## src/rtl/spiking_rate_decoder.sv

```systemverilog
// spiking_rate_decoder: counts spikes over a fixed window and presents a thresholded decision
// through a valid/ready handshake.
module spiking_rate_decoder #(
  parameter int WINDOW    = 16,
  parameter int CNT_WIDTH = 5,
  parameter int THRESHOLD = 4
) (
  input  logic                 clk,
  input  logic                 rst_n,
  input  logic                 start,
  input  logic                 spike_in,
  input  logic                 out_ready,
  output logic                 busy,
  output logic                 out_valid,
  output logic [CNT_WIDTH-1:0] spike_count,
  output logic                 decision
);
  localparam int TW = WINDOW > 1 ? $clog2(WINDOW) : 1;
  localparam logic [CNT_WIDTH-1:0] TH = CNT_WIDTH'(THRESHOLD);
  localparam logic [CNT_WIDTH-1:0] MAX = '1;
  localparam logic [TW-1:0] LAST = TW'(WINDOW - 1);
  typedef enum logic [1:0] {IDLE, COUNT, HOLD} state_t;
  state_t st, nxt;
  logic [CNT_WIDTH-1:0] cnt, cnt_inc;
  logic [TW-1:0] tmr;
  logic accept, done;
  always_comb begin
    accept  = start && (st == IDLE || (st == HOLD && out_ready));
    done    = st == COUNT && tmr == LAST;
    cnt_inc = (spike_in && cnt != MAX) ? cnt + 1'b1 : cnt;
    nxt     = accept ? COUNT : done ? HOLD : (st == HOLD && out_ready) ? IDLE : st;
  end
  // busy/out_valid are decoded from the state register only, so no input reaches them combinationally
  assign busy      = st != IDLE;
  assign out_valid = st == HOLD;
  always_ff @(posedge clk or negedge rst_n) begin
    if (!rst_n) begin
      st          <= IDLE;
      cnt         <= '0;
      tmr         <= '0;
      spike_count <= '0;
      decision    <= 1'b0;
    end else begin
      st <= nxt;
      if (accept) begin
        cnt <= '0;
        tmr <= '0;
      end else if (st == COUNT) begin
        cnt <= cnt_inc;
        tmr <= tmr + 1'b1;
      end
      if (done) begin
        spike_count <= cnt_inc;
        decision    <= cnt_inc >= TH;
      end
    end
  end
endmodule

```

## config.mk

```make
export PLATFORM = sky130hd
export DESIGN_NAME = spiking_rate_decoder
export DESIGN_NICKNAME = d
export VERILOG_FILES = /design/src/rtl/spiking_rate_decoder.sv
export SDC_FILE = /design/constraint.sdc
export NUM_CORES = 1
export LEC_CHECK = 0
export CAP_MARGIN = 40
export CORE_MARGIN = 10
export CORE_UTILIZATION = 40
export DETAILED_ROUTE_END_ITERATION = 6
export PLACE_DENSITY = 0.65
export REMOVE_ABC_BUFFERS = 1
export SKIP_LAST_GASP = 1
export SLEW_MARGIN = 20
export SYNTH_ARGS = -nofsm -noshare
export SYNTH_HDL_FRONTEND = slang
export SYNTH_SLANG_ARGS = --single-unit
```

## constraint.sdc

```tcl
create_clock -name clk -period 2.1 [get_ports clk]
set_input_delay 0.63 -clock clk [delete_from_list [all_inputs] [get_ports clk]]
set_output_delay 0.63 -clock clk [all_outputs]
set_load 0.02 [all_outputs]
```

## Word-level counts from Yosys, hierarchy flattened

Cells that the tools add are included.

- $add $sub $neg: 2
- $lt $le $gt $ge: 1
- Eq/ne operators: 4
- Muxes and demuxes: 8
- Reduce and logical (&&, ||, !) cells: 9

Operator list:

| cell | number |
|---|---|
| 5-bit two-way mux | 3 |
| 4-bit two-way mux | 2 |
| 2-bit two-way mux | 3 |
| 5-bit by 1-bit adder with 5-bit output (second input constant) | 1 |
| 5-bit by 3-bit greater-or-equal comparator with 1-bit output (second input constant) | 1 |
| 5-bit != test (second input constant) | 1 |
| 4-bit by 1-bit adder with 4-bit output (second input constant) | 1 |
| 4-bit == test (second input constant) | 1 |
| 1-bit logical AND | 4 |
| 2-bit nonzero test | 2 |
| 3-bit nonzero test | 1 |
| 2-bit by 1-bit == test with 1-bit output (second input constant) | 1 |
| 2-bit == test (second input constant) | 1 |
| 2-bit logical NOT | 1 |
| 1-bit logical OR | 1 |

- Flip-flop bits (word level): 17
- Input port bits: 5
- Output and inout port bits: 8
- Word-level logic and storage cells: 29

## Longest topological paths before layout

Gate-level depths: netlist (run 1).

- Depth after elaboration: 5
- Mapped depth: 8
- Depth with buffers taken out: 7

## Least setup slack after synthesis (run 1)

Ideal clock, no wire load.

- Path kind: register -> register
- From: reg cnt[0]
- To: reg decision
- Setup time: 0.138 ns
- Arrival: 1.702 ns
- Required time: 1.962 ns
- Slack: 0.260 ns
- Cell stages (with the launch flop): 9
- Path buffers: 1
- Clock period less this slack: 1.840 ns
- Cell sequence: dfrtp_1 ha_1 and3_1 ha_1 nor2b_1 buf_2 mux2i_1 nor2b_1 a32oi_1

- Cells in the longest elaborated chain, start to end: 4
- Elaborated cells between the ends (all ways): 5
- Those cells by class: add/sub: 1; order compare: 1; eq/ne: 1; mux: 1; reduce/logical: 1

RTL lines:

| what | line | RTL |
|---|---|---|
| start: declaration | 24 | `logic [CNT_WIDTH-1:0] cnt, cnt_inc;` |
| start signal: assignment | 49 | `cnt <= cnt_inc;` |
| branches (longest 2 deep; another with 5-bit by 1-bit adder with 5-bit output) | -- |  |
| 5-bit two-way mux (*) | 30 | `cnt_inc = (spike_in && cnt != MAX) ? cnt + 1'b1 : cnt;` |
| 5-bit by 3-bit greater-or-equal comparator with 1-bit output (*) | 54 | `decision <= cnt_inc >= TH;` |
| end signal: assignment | 42 | `decision <= 1'b0;` |
| end signal: assignment | 54 |  |
| end: declaration | 16 | `output logic decision` |

Mark *: on every way between the ends.
A chain may end at the register's enable or synchronous reset.

## Worst setup path after layout (run 1)

- From: reg st[1]
- To: out busy

- Cells in the longest elaborated chain, start to end: 1

RTL lines:

| what | line | RTL |
|---|---|---|
| start: declaration | 23 | `state_t st, nxt;` |
| start signal: assignment | 44 | `st <= nxt;` |
| 2-bit nonzero test | 34 | `assign busy = st != IDLE;` |
| end: declaration | 13 | `output logic busy,` |

Every way passes these cells.

==> results of run 1 <==
-- final cells by class --
class | count | area, um^2
multi-input cells | 52 | 365
repair buffers | 17 | 155
fillers | 194 | 941
clock buffers | 4 | 26.3
inverters | 4 | 15.0
flip-flops and latches | 17 | 425
well taps | 27 | 33.8
-- stage by stage --
step | utilization, % | instance area (um^2) | cells | total power [W]
floorplan | - | 803 | 73 | 0.00109
global placement | 50.7 | 995 | 117 | 0.00136
detailed placement | 50.7 | 995 | 117 | 0.00140
CTS | 51.9 | 1020 | 121 | 0.00156
global route | 52.0 | 1020 | 121 | 0.00169
finish | 52.0 | 1020 | 121 | 0.00154
-- cell usage in the layout, fill, tap and decap left out, drive strengths merged, types with 2 or more instances in the layout --
cell           instances
clkbuf                 4
buf                    5
nand4                  3
mux2i                  2
a211oi                 2
o21ai                  6
nor2b                  3
o2bb2ai                2
dlygate4sd2            2
inv                    4
a21o                   2
xor2                   4
ha                     3
dfrtp                 17
clkdlybuf4s50         10
nand2                 10
nor2                   5
-- what timing repair did --
item / CTS / global route
cloned: 0 / 0
pin swaps: 0 / 0
endpoints found under the setup margin: 2 / 1
resized for setup: 2 / 1
-- cell families (layout without fill, tap and decap cells) --
| family | Yosys count | count (layout) | synth area share (%) |
|---|---|---|---|
| buffers and inverters | 7 | 25 | 3.96 |
| muxes | 3 | 3 | 3.81 |
| adders and majority gates | 3 | 3 | 4.57 |
| DFF | 17 | 17 | 51.8 |
| and+or+nand+nor | 25 | 25 | 16.5 |
| xor gates and xnor gates | 5 | 5 | 5.34 |
| AOI/OAI and AO/OA | 16 | 16 | 14.0 |
-- flip-flops by register name (all words and copies together) (netlist names) --
register     cells
cnt              5
decision         1
spike_count      5
st               2
tmr              4
-- per-layer routing --
metal,routed length [um],part of all wire (%),up-vias
met4,23,1.4,0
met1,695,42,288
met2,805,49,13
li1,-,-,300
met5,0,0,-
met3,112,6.8,4
-- path summary, 6_finish.rpt --
kind | from | end | slack, ns | cells after the start
max | st[1] | busy | 0.10 | 2
min | spike_count[2] | spike_count[2] | 0.49 | 2
max reg2reg | cnt[1] | decision | 0.21 | 7
min reg2reg | spike_count[2] | spike_count[2] | 0.49 | 2
max in group asynchronous | rst_n | st[0] | 1.25 | 2
min in group asynchronous | rst_n | decision | 0.67 | 2
-- power breakdown --
| group | total [W] | internal, W | leakage [nW] | switching, W |
|---|---|---|---|---|
| Clock | 0.000174 | 0.0000738 | 0.0150 | 0.000100 |
| Combinational | 0.000767 | 0.000355 | 0.259 | 0.000412 |
| Sequential | 0.000604 | 0.000485 | 0.204 | 0.000119 |
-- worst max-delay path, delay by kind of cell, from the launching register on --
kind | cells | cell delay, ns
AND/OR/NAND/NOR | 1 | 0.31
buffers and inverters | 1 | 0.32
flip-flops | 1 | 0.45
==> results.yml, run 1 <==
sta:
  period_minus_slack_ns: 2.00
  maxSlewViolCount: 0
  clock.fmax_ghz: 0.500
  tightest_slew_ns: 0.394
  rsz0062_at_grt: "no"
  period_share_pct: 95.2
  finalSetupViolations: 0
  finalSetupTns_ns: 0
  hold_ws_ns: 0.491
  setup_ws_ns: 0.102
  fin_skew_ns: 0.00252
  hold_viol_final: 0
  slew_headroom_pct: 73.8
global_route:
  gr-total-overflow: 0
  grt_use_met3_pct: 3.39
  grt_util_met2_pct: 14.8
  grt_use_total_pct: 8.51
  grt_busiest_layer: "met2"
  grtUsageMet1_pct: 8.76
  grt_pass1_vias: 661
  grt_max_degree: 18
  grt_pass1_wl_um: 2950
  antenna_found_initial: 0
clock_tree:
  numCtsBuffers: 3
  cts_tree: "built"
  cts_root_buf: "clkbuf_4"
  cts.sinks: 17
  htree_levels: 1
  cts_buffer_depth: 2
  clk_latency_ns: 0.29
  post_cts_buffers: 0
  cts-hold-fix-buffers: 0
  clk_pin_slew_ns: 0.09
setup_path:
  cp_cell_sequence: "or2_2 -> dlygate4sd2_1"
  cpMaxStageDelayCell: "dfrtp_1"
  start_kind: "register"
  critPathCaptureType: "output pin"
  crit_arrival_ns: 1.37
  crit_required_ns: 1.47
  worstSetupPathType: "reg2out"
  cp_slowest_stage_delay_ns: 0.45
  worstPathMaxFanout: 6
status:
  run_status: "completed"
placed_design:
  gp_congestion: 0.789
  dp_hpwl_um: 1260
  io_buffers: 12
  pre_cts_ws_ns: 0.0273
final_layout:
  fin_nets: 103
  diodes: 0
  area_growth_syn_to_layout_pct: 24.4
  drive_above_1_share_pct: 13.8
die:
  ios: 13
  die-area_um2: 4260
  row_count: 16
  die_w_um: 65.3
  start_util_pct: 41.8
  die_height_um: 65.3
  core_area_um2: 1960
logic_synthesis:
  synth_top_area_share_pct: 51.8
  syn_avg_cell_area_um2: 10.8
  synthTopCellsByArea: "dfrtp_1, ha_1, nand2_1"
  synth-main-ff-cell: "dfrtp_1"
  synth-seq-cells: 17
  ys_seq_area_share_pct: 51.8
  synth.most_common_cell: "dfrtp_1"
  synth_area_um2: 821
  async_flop_share_pct: 100
  netlist.top_cell.by_area: "dfrtp_1"
  yosys-top-cells-count: "dfrtp_1, nand2_1, o21ai_1"
  synth_cell_types: 27
  yosysWarningCount: 0
  synth_edf_count: 0
  syn_inst: 76
detailed_routing:
  finalWirelength_um: 1640
  first_iter_violations: 8
  drt-pass1-iter-count: 4
  vias: 605
  via_per_inst: 5.00
  postRouteAntennaNets: 0
  drc: 0
  avgRoutedWirePerCell_um: 13.5
power_and_ir_drop:
  ir_drop_mv: 0.660
  p_per_area_nw_per_um2: 1510
  p_leak_nw: 0.478
worst_hold_path:
  hold_path_class: "reg2reg"
flow_run:
  cap_violations: 0
No activity file was read; power rests on OpenSTA's default activity.
==> inputs of run 2 (changes only) <==
--- a/config.mk
+++ b/config.mk
@@ -9,10 +9,10 @@
 export CORE_MARGIN = 10
 export CORE_UTILIZATION = 40
 export DETAILED_ROUTE_END_ITERATION = 6
-export PLACE_DENSITY = 0.65
+export PLACE_DENSITY_LB_ADDON = 0.25
 export REMOVE_ABC_BUFFERS = 1
 export SKIP_LAST_GASP = 1
-export SLEW_MARGIN = 20
+export SLEW_MARGIN = 30
 export SYNTH_ARGS = -nofsm -noshare
 export SYNTH_HDL_FRONTEND = slang
 export SYNTH_SLANG_ARGS = --single-unit
==> run 2 against run 1 <==
  * Critical endpoint unchanged
  * Sequential power is 0.8% lower
  * Critical path depth stayed put
  * Count of clock-buffer cells in the layout stayed put
  * Largest cell class unchanged
==> results.yml, run 2 (synthesis results as in run 1) <==
setup_path:
  r2r_end: "decision"
  critPathCaptureType: "output pin"
  worstPathMaxFanout: 6
  crit_required_ns: 1.47
  reg2reg_depth: 7
  start_kind: "register"
  r2r-start: "cnt[1]"
  cp_slowest_stage_delay_ns: 0.44
  cp_cell_sequence: "or2_2 -> dlygate4sd2_1"
  worstSetupPathType: "reg2out"
  crit_family: "flip-flops"
  regToRegSetupSlack_ns: 0.20
  critPathBufInv: 1
  crit_cells: 2
  crit_arrival_ns: 1.36
  cpMaxStageDelayCell: "dfrtp_1"
placed_design:
  gp_congestion: 0.773
  io_buffers: 12
  dp_hpwl_um: 1210
clock_tree:
  htree_levels: 1
  cts_root_buf: "clkbuf_4"
  numCtsBuffers: 3
  cts-hold-fix-buffers: 0
  post_cts_buffers: 0
  cts_buffer_depth: 2
  clk_pin_slew_ns: 0.10
  cts.sinks: 17
  clk_latency_ns: 0.29
  cts_tree: "built"
  cts_resized: 2
detailed_routing:
  avgRoutedWirePerCell_um: 13.1
  drc: 0
  vias: 595
  finalWirelength_um: 1580
  via_per_inst: 4.92
  first_iter_violations: 15
  postRouteAntennaNets: 0
  drt-pass1-iter-count: 2
die:
  ios: 13
  start_util_pct: 41.8
  die_height_um: 65.3
  core_area_um2: 1960
  die-area_um2: 4260
  die_w_um: 65.3
  row_count: 16
sta:
  finalSetupViolations: 0
  hold_viol_final: 0
  maxSlewViolCount: 0
  period_share_pct: 94.5
  slew_headroom_pct: 75.8
  rsz0062_at_grt: "no"
  fin_skew_ns: 0.00276
  clock.fmax_ghz: 0.504
  finalSetupTns_ns: 0
  tightest_slew_ns: 0.362
  period_minus_slack_ns: 1.99
final_layout:
  n_fill_cell: 191
  diodes: 0
  fin_nets: 103
  mostFrequentLayoutCell: "dfrtp_1"
  area_growth_syn_to_layout_pct: 24.4
  final_util_pct: 52.0
  drive_above_1_share_pct: 13.8
  ff_latch_area_um2: 425
  multi_input_area_um2: 365
  reg.largest.list: "cnt (5), spike_count (5), tmr (4)"
  layout_common_cells: "dfrtp_1, nand2_1, clkdlybuf4s50_1, o21ai_1"
power_and_ir_drop:
  ir_drop_mv: 0.756
  p_per_area_nw_per_um2: 1510
  p_leak_nw: 0.478
global_route:
  grt_pass1_wl_um: 2900
  grt_use_total_pct: 8.65
  grt_max_degree: 18
  antenna_found_initial: 0
  gr-total-overflow: 0
  grt_pass1_vias: 629
worst_hold_path:
  hold_depth: 2
  holdPathEnd: "spike_count[1]"
  worstHoldStart: "spike_count[1]"
  hold_path_class: "reg2reg"
status:
  run_status: "completed"
flow_run:
  cap_violations: 0
run 2: cell counts in the layout (fill, tap and decap cells not counted):
Identical to the previous run, type by type.
run 2: metrics by stage:
stage | total power [W] | hold WS (ns) | std cells | instance area (um^2) | setup WS (ns)
finish | 0.00154 | 0.492 | 121 | 1020 | 0.115
global placement | 0.00137 | 0.468 | 117 | 995 | 0.0512
detailed placement | 0.00139 | 0.479 | 117 | 995 | -0.000759
floorplan | 0.00109 | 0.334 | 73 | 803 | 0.0789
global route | 0.00168 | 0.547 | 121 | 1020 | 0.0589
CTS | 0.00156 | 0.502 | 121 | 1020 | 0.105
run 2: per-layer routing:
metal,vias up,share of wire (%),track usage [%]
met5,-,0,0
met4,0,1.6,4.01
met3,4,5.9,4.07
met2,11,48,14.5
met1,280,45,8.97
li1,300,-,-
run 2: layout make-up:
type / count / area share (%)
Tap cell: 27 / 3.31
Sequential cell: 17 / 41.7
Multi-Input combinational cell: 52 / 35.8
Timing Repair Buffer: 17 / 15.2
Inverter: 4 / 1.47
Clock buffer: 4 / 2.57
run 2: how the worst max path moves through the flow:
stage | startpoint | to | slack [ns]
floorplan | cnt[0] | decision | 0.08
global placement | spike_in | decision | 0.05
detailed placement | spike_in | decision | -0.0008
CTS | st[1] | busy | 0.10
global route | st[1] | busy | 0.06
finish | st[1] | busy | 0.11
run 2: power by group:
| group | switching, W | internal, W | leakage (nW) |
|---|---|---|---|
| Sequential | 0.000114 | 0.000485 | 0.204 |
| Combinational | 0.000405 | 0.000358 | 0.259 |
| Clock | 0.000104 | 0.0000740 | 0.0150 |
| Total | 0.000624 | 0.000917 | 0.478 |
run 2: tightest hold or removal path, delay by kind of cell (launching register included):
kind | cells | cell delay, ns
AND/OR/NAND/NOR | 1 | 0.05
flip-flops | 1 | 0.36
AO/OA/AOI/OAI | 1 | 0.06
==> inputs of run 3 (changes only) <==
==> constraint.sdc (replaced) <==
create_clock -name clk -period 1.9 [get_ports clk]
set_input_delay 0.57 -clock clk [delete_from_list [all_inputs] [get_ports clk]]
set_output_delay 0.57 -clock clk [all_outputs]
set_load 0.02 [all_outputs]
==> run 3 against run 2 <==
  * Utilization is 5.1 points higher
  * Sequential cell count is the same
  * First-iteration DRC count down 40%
  * Cell count grew 7.4%
  * Die area is the same
  * Clock power grew 8%
  * Combinational power increased by 30%
  * Critical path depth is 6 higher
  * Via count up 3.4%
  * Global-route usage down 0.31 points
  * Power is 20% higher
  * Largest cell class unchanged
==> results.yml, run 3 (synthesis results as in run 1) <==
global_route:
  antenna_found_initial: 0
  grt_use_total_pct: 8.34
  grt_busiest_layer: "met2"
  grtUsageMet1_pct: 9.09
  grt_pass1_vias: 650
  gr-total-overflow: 0
  grt_pass1_wl_um: 2840
  grt_util_met2_pct: 14.1
  grt_max_degree: 18
  grt_use_met3_pct: 2.71
final_layout:
  diodes: 0
  final_util_pct: 57.1
  multi_input_area_um2: 402
  area_growth_syn_to_layout_pct: 36.6
  n_fill_cell: 187
  mostFrequentLayoutCell: "dfrtp_1"
  layout_common_cells: "dfrtp_1, buf_4, nand2_1, clkdlybuf4s50_1, o21ai_1"
  drive_above_1_share_pct: 27.2
  reg.largest.list: "cnt (5), spike_count (5), tmr (4)"
  fin_nets: 112
  fin_area_um2: 1120
  ff_latch_area_um2: 425
power_and_ir_drop:
  p_leak_nw: 0.521
  ir_drop_mv: 0.904
  finalPower_w: 0.00185
  p_per_area_nw_per_um2: 1650
worst_hold_path:
  hold_path_class: "reg2reg"
  worstHoldStart: "spike_count[2]"
  hold_depth: 2
  holdPathEnd: "spike_count[2]"
detailed_routing:
  first_iter_violations: 9
  drt-pass1-iter-count: 3
  vias: 615
  avgRoutedWirePerCell_um: 12.9
  via_per_inst: 4.73
  postRouteAntennaNets: 0
  finalWirelength_um: 1680
  drc: 0
sta:
  slew_headroom_pct: 83.0
  period_minus_slack_ns: 1.88
  setup_ws_ns: 0.0172
  tightest_slew_ns: 0.255
  clock.fmax_ghz: 0.531
  hold_ws_ns: 0.491
  finalSetupViolations: 0
  rsz0062_at_grt: "yes"
  period_share_pct: 99.1
  maxSlewViolCount: 0
  fin_skew_ns: 0.00426
  hold_viol_final: 0
die:
  die-area_um2: 4260
  die_height_um: 65.3
  core_area_um2: 1960
  ios: 13
  start_util_pct: 41.8
  row_count: 16
  die_w_um: 65.3
setup_path:
  crit_required_ns: 2.10
  reg2reg_depth: 8
  cpMaxStageDelayCell: "dfrtp_1"
  r2r-start: "cnt[1]"
  cp_slowest_stage_delay_ns: 0.41
  cp_cell_sequence: "ha_2 -> and3_4 -> ha_4 -> nor2b_1 -> buf_4 -> nand4_1 -> xor2_2 -> a32oi_1"
  start_kind: "register"
  regToRegSetupSlack_ns: 0.02
  critPathCaptureType: "register"
  crit_arrival_ns: 2.08
  worstPathMaxFanout: 5
  r2r_end: "decision"
  worstSetupPathType: "reg2reg"
clock_tree:
  cts.sinks: 17
  cts_tree: "built"
  clk_pin_slew_ns: 0.10
  cts-hold-fix-buffers: 0
  cts_buffer_depth: 2
  htree_levels: 1
  numCtsBuffers: 3
  cts_root_buf: "clkbuf_4"
  clk_latency_ns: 0.28
placed_design:
  io_buffers: 12
  pre_cts_ws_ns: -0.0578
  dp_hpwl_um: 1260
  gp_congestion: 0.826
  placed_cell_area_um2: 1050
status:
  run_status: "completed"
flow_run:
  cap_violations: 0
## run 3: worst max-delay path, delay by kind of cell (launching register included)
kind	cells	cell delay (ns)
compound gates	1	0.21
xor+xnor	1	0.23
fa+ha+maj	2	0.35
buf+inv	1	0.15
flops	1	0.41
simple gates	3	0.46
## run 3: area by class of cell
type | instances | area share, %
clock buffers | 4 | 2.34
inverters | 4 | 1.34
multi-input cells | 52 | 35.8
flip-flops and latches | 17 | 37.9
well taps | 27 | 3.01
repair buffers | 26 | 19.5
## run 3: what timing repair did
action,CTS,global route
setup buffers,0,2
resized for setup,2,10
pin swaps,0,4
endpoints found under the setup margin,2,5
## run 3: worst max path at each step
stage	start	to
after floorplan	cnt[0]	decision
after global placement	spike_in	decision
after detailed placement	spike_in	decision
after CTS	cnt[0]	decision
after global routing	cnt[1]	decision
final	cnt[1]	decision
## run 3: layer usage
metal  wire length [um]  up-vias
met1                743      287
met2                847        8
met5                  0        -
met4                  9        0
li1                   -      318
met3                 77        2
## run 3: power by group
group	switching, W	total [W]	internal (W)
Combinational	0.000486	0.000995	0.000510
Sequential	0.000128	0.000664	0.000535
Clock	0.000112	0.000193	0.0000814
Total	0.000726	0.00185	0.00113
## run 3: metrics by stage
stage | cells | setup TNS, ns
CTS | 128 | 0
finish | 130 | 0
floorplan | 73 | -0.258
global placement | 124 | -0.0124
global route | 130 | -0.0683
detailed placement | 124 | -0.0628
